--- src/rtl/key_debounce.sv ---
// key_debounce
//   Per-key synchroniser, debouncer and long-press detector for active-low
//   push buttons. Each key has its own FSM and counters and produces clean
//   level, press, release and long-press indications for the control logic.
//
// Ports
//   clk          in   1      system clock
//   rst          in   1      asynchronous active-high reset
//   pio_key      in   KEY_W  raw button pins, 0 = pressed, asynchronous to clk
//   key_level    out  KEY_W  debounced state, 1 = pressed
//   key_press    out  KEY_W  1-cycle pulse when a press is accepted
//   key_release  out  KEY_W  1-cycle pulse when a release is accepted
//   key_long     out  KEY_W  1-cycle pulse, once per press, at the hold threshold
//
// state   | meaning
// --------+-------------------------------------------------------------
// IDLE    | key released and stable
// PRESS_F | key seen pressed, waiting out the debounce window
// HELD    | press accepted, key stable pressed
// REL_F   | key seen released while held, waiting out the debounce window

module key_debounce #(
  parameter int unsigned KEY_W    = 4,
  parameter int unsigned DEB_CNT  = 1_000_000 - 1,
  parameter int unsigned LONG_CNT = 50_000_000 - 1
) (
  input  logic             clk,
  input  logic             rst,
  input  logic [KEY_W-1:0] pio_key,
  output logic [KEY_W-1:0] key_level,
  output logic [KEY_W-1:0] key_press,
  output logic [KEY_W-1:0] key_release,
  output logic [KEY_W-1:0] key_long
);

  typedef enum logic [1:0] {
    ST_IDLE    = 2'd0,
    ST_PRESS_F = 2'd1,
    ST_HELD    = 2'd2,
    ST_REL_F   = 2'd3
  } state_t;

  for (genvar gi = 0; gi < KEY_W; gi++) begin : g_key
    logic [1:0]  r_sync;
    state_t      r_state;
    logic [31:0] r_deb_cnt;
    logic [31:0] r_hold_cnt;
    logic        r_long_done;
    logic        r_level;
    logic        r_press;
    logic        r_release;
    logic        r_long;

    logic        w_sync;
    logic        w_deb_done;
    logic        w_hold_run;
    logic        w_hold_hit;
    logic        w_rel_accept;

    // Two-flop synchroniser; inverted so 1 means pressed, resets to released.
    always_ff @(posedge clk or posedge rst) begin
      if (rst) begin
        r_sync <= 2'b00;
      end else begin
        r_sync <= {r_sync[0], ~pio_key[gi]};
      end
    end

    assign w_sync       = r_sync[1];
    assign w_deb_done   = (r_deb_cnt == DEB_CNT);
    assign w_hold_run   = (r_state == ST_HELD) || (r_state == ST_REL_F);
    assign w_hold_hit   = w_hold_run && !r_long_done && (r_hold_cnt == LONG_CNT);
    assign w_rel_accept = (r_state == ST_REL_F) && !w_sync && w_deb_done;

    always_ff @(posedge clk or posedge rst) begin
      if (rst) begin
        r_state     <= ST_IDLE;
        r_deb_cnt   <= 32'd0;
        r_hold_cnt  <= 32'd0;
        r_long_done <= 1'b0;
        r_level     <= 1'b0;
        r_press     <= 1'b0;
        r_release   <= 1'b0;
        r_long      <= 1'b0;
      end else begin
        r_press   <= 1'b0;
        r_release <= 1'b0;
        // A release accepted on the threshold cycle wins; the press is over
        // so a long-press event would be meaningless.
        r_long    <= w_hold_hit && !w_rel_accept;

        // Hold counter saturates at the threshold; the done flag keeps the
        // long pulse to a single cycle per press.
        if (w_hold_run && !r_long_done) begin
          if (r_hold_cnt == LONG_CNT) begin
            r_long_done <= 1'b1;
          end else begin
            r_hold_cnt <= r_hold_cnt + 32'd1;
          end
        end

        case (r_state)
          ST_IDLE: begin
            if (w_sync) begin
              r_state   <= ST_PRESS_F;
              r_deb_cnt <= 32'd0;
            end
          end
          ST_PRESS_F: begin
            if (!w_sync) begin
              r_state <= ST_IDLE;
            end else if (w_deb_done) begin
              r_state     <= ST_HELD;
              r_press     <= 1'b1;
              r_level     <= 1'b1;
              r_hold_cnt  <= 32'd0;
              r_long_done <= 1'b0;
            end else begin
              r_deb_cnt <= r_deb_cnt + 32'd1;
            end
          end
          ST_HELD: begin
            if (!w_sync) begin
              r_state   <= ST_REL_F;
              r_deb_cnt <= 32'd0;
            end
          end
          ST_REL_F: begin
            // Bounce back to HELD leaves the hold counter running.
            if (w_sync) begin
              r_state <= ST_HELD;
            end else if (w_deb_done) begin
              r_state   <= ST_IDLE;
              r_release <= 1'b1;
              r_level   <= 1'b0;
            end else begin
              r_deb_cnt <= r_deb_cnt + 32'd1;
            end
          end
          default: begin
            r_state <= ST_IDLE;
          end
        endcase
      end
    end

    assign key_level[gi]   = r_level;
    assign key_press[gi]   = r_press;
    assign key_release[gi] = r_release;
    assign key_long[gi]    = r_long;
  end

endmodule
--- config.mk ---
export PLATFORM = sky130hd
export DESIGN_NAME = key_debounce
export DESIGN_NICKNAME = d
export VERILOG_FILES = /design/src/rtl/key_debounce.sv
export SDC_FILE = /design/constraint.sdc
export NUM_CORES = 1
export LEC_CHECK = 0
export BUFFER_PORTS_ARGS = -buffer_cell sky130_fd_sc_hd__buf_4
export CAP_MARGIN = 20
export CELL_PAD_IN_SITES_DETAIL_PLACEMENT = 0
export CELL_PAD_IN_SITES_GLOBAL_PLACEMENT = 2
export CORE_MARGIN = 2
export CORE_UTILIZATION = 37
export CTS_CLUSTER_DIAMETER = 120
export CTS_CLUSTER_SIZE = 8
export DETAILED_ROUTE_END_ITERATION = 8
export HOLD_SLACK_MARGIN = 0.1
export PLACE_DENSITY = 0.75
export RECOVER_POWER = 25
export SLEW_MARGIN = 20
export SYNTH_ARGS = -nofsm -noshare
export SYNTH_HDL_FRONTEND = slang
export SYNTH_SLANG_ARGS = --single-unit
--- constraint.sdc ---
create_clock -name clk -period 8.44 [get_ports clk]
set_clock_uncertainty 0.05 [all_clocks]
set_input_delay 0.844 -clock clk [delete_from_list [all_inputs] [get_ports clk]]
set_output_delay 0.844 -clock clk [all_outputs]
set_load 0.01 [all_outputs]
==> reports/results.tsv <==
metric	value	unit
cap_violations	2	
grt_pass1_wl	62.22	mm
fin_crit	3841	ps
htree_num_levels	2	
r2r_cells	8	
port_buffers	21	
gp_congestion	0.7704	
yosysUniqueCellTypes	76	
worstMarginPinSlew	3238	ps
start_kind	input pin	
use_met2	26.99	%
use_met3	2.581	%
yosys.area.top_type	dfrtp_1	
drive_gt1_share	7.058	%
clkTransAtPathRegs	50	ps
grt_pass1_vias	11900	
final_util	41.71	%
synth.ff_latch_count	292	
p_leak	7.276	nW
met1_usage	24.22	%
avgSynthCellArea	9.144	µm²
ant_nets	0	
cts_tree	built	
synth_nets	1705	
viasPerCell	5.499	
rsz0062_at_grt	false	
post_cts_resized	0	
cts_max_path_buffers	3	
yosys_most_used_dff	dfrtp_1	
timing.rr.start	g_key[2].r_deb_cnt[0]	
crit_fanout	59	
dr.pass1.iters	5	
n_antenna_cell	0	
post_cts_buffers	0	
fin_nets	1698	
cts_buffers	42	
clockRootBuffer	clkbuf_16	
hold_violations	0	
grt_max_degree	139	
synth_edf_count	0	
place_hpwl	23.08	mm
r2r_slack	5090	ps
fp.dieH	208.4	µm
cp-end-kind	async pin	
setup_viol	0	
wire_per_inst	16.33	µm
critPathArrivalTime	3700	ps
rows	74	
synth_most_common_cell	dfrtp_1	
clk_latency	550	ps
overflow	0	
ioPinCount	22	
timing.rr.end	g_key[2].r_deb_cnt[14]	
ctsHoldBuffers	0	
async_flop_share	100.0	%
wirelength	36.22	mm
die_w	208.4	µm
p_total	3.073	mW
vias	12200	
die-area	43440	µm²
fp.coreArea	41020	µm²
drtIter0Drc	793	
syn_to_final_growth	10.64	%
critical_path_class	input pin to async pin	
period_share	45.51	%
antenna_found_initial	1	
slew_headroom	-115.9	%
cp.required	8300	ps
synthCells	1691	
top_usage_layer	met2	
violations	capacitance limit, slew limit	
yosys_warnings	0	
setup_tns	0	ps
irDropWorstVdd	136.7	µV
status	complete, but fails checks	
synth_top_cells_by_count	dfrtp_1 (292), nor2_1 (197), nand2_1 (161), nand3_1 (118), o21ai_0 (102)	
min_path_type	input pin to async pin	
netlist_area	15460	µm²
seq_area_frac_synth	47.26	%
cts.sinks	292	
max_clock_freq	260.4	MHz
synthTopCellsByArea	dfrtp_1 (47%), xor2_1 (5.1%), nor2_1 (4.8%)	
yosys.area.top_type_share	47.26	%
slew_violations	91	
initial_core_util	37.70	%
grt_use_total	17.09	%
power.density	179.7	nW/µm²
drc	0	
-- state kept, by name, indices dropped and copies added (netlist names), named ones only --
register / cells
g_key.r_level: 4
g_key.r_long: 4
g_key.r_sync: 8
g_key.r_press: 4
g_key.r_deb_cnt: 128
g_key.r_state: 4
g_key.r_long_done: 4
g_key.r_release: 4
g_key.r_hold_cnt: 128
-- cells by family (layout without fill, tap and decap cells) --
logic type	Yosys count	count (layout)	synth area share, %
muxes	11	11	0.7283
DFF	292	292	47.26
adders and majority gates	8	8	0.6474
and+or+nand+nor	837	837	28.64
buffers and inverters	131	126	4.135
xor gates and xnor gates	141	141	7.987
AOI/OAI and AO/OA	271	271	10.61
-- routing by layer --
metal  wire length [µm]  part of all wire (%)
met5                  0                     0
met4                743                   2.1
met3               1156                   3.2
met2              16430                    45
met1              17890                    49
-- cells in the final DEF (no fill, tap or decap), types with 4 or more instances in the layout --
cell type / count
a21o_1: 8
a21oi_1: 57
a22o_1: 9
a31oi_1: 44
and2_1: 15
and3_1: 49
and4_1: 19
buf_4: 25
clkbuf_16: 45
clkbuf_4: 5
dfrtp_1: 292
ha_1: 8
inv_1: 44
mux2i_1: 9
nand2_1: 161
nand2b_1: 6
nand3_1: 118
nand4_1: 71
nand4b_1: 5
nor2_1: 195
nor2b_1: 6
nor3_1: 47
nor3_2: 4
nor4_1: 46
nor4b_1: 14
nor4bb_1: 7
o21ai_0: 102
o311ai_0: 5
o31ai_1: 11
or2_2: 7
or3_1: 28
or4_1: 6
xnor2_1: 51
xor2_1: 90
-- how the worst max path moves through the flow --
stage | from | end | slack (ps) | depth (start not counted)
finish | rst | g_key[1].r_deb_cnt[8] | 4600 | 3
global route | rst | g_key[1].r_deb_cnt[8] | 3850 | 3
CTS | g_key[2].r_deb_cnt[0] | g_key[2].r_deb_cnt[14] | 5020 | 8
detailed placement | g_key[2].r_deb_cnt[0] | g_key[2].r_deb_cnt[14] | 5050 | 8
global placement | g_key[2].r_deb_cnt[0] | g_key[2].r_deb_cnt[14] | 5140 | 8
floorplan | rst | async pin | 3670 | 1
-- report_power, final --
group / switching [mW] / leakage (nW) / internal (mW) / total, mW
Sequential: 0.0148 / 4.04 / 1.41 / 1.43
Clock: 0.599 / 0.569 / 0.956 / 1.56
Combinational: 0.0684 / 2.66 / 0.0210 / 0.0895
-- critical path: stages --
cell and delay (ps):
clkbuf_4 110, clkinvlp_2 370, clkbuf_1 2320
-- metrics by stage --
stage	hold slack (ps)	area, µm²	worst slack [ps]	instances
detailed placement	289.7	15950	5046	2171
finish	292.5	17110	4599	2218
global placement	288.0	15950	5141	2171
global route	301.2	17110	3852	2218
floorplan	281.2	15470	3671	1691
CTS	299.9	17110	5022	2217
-- area by class of cell --
type	instances	area, µm²
Sequential cell	292	7307
Inverter	47	177.7
Clock inverter	1	30.03
Multi-Input combinational cell	1268	7548
Fill cell	4035	23910
Tap cell	532	665.6
Clock buffer	45	1126
Timing Repair Buffer	33	252.7
(Power assumes the default switching activity.)
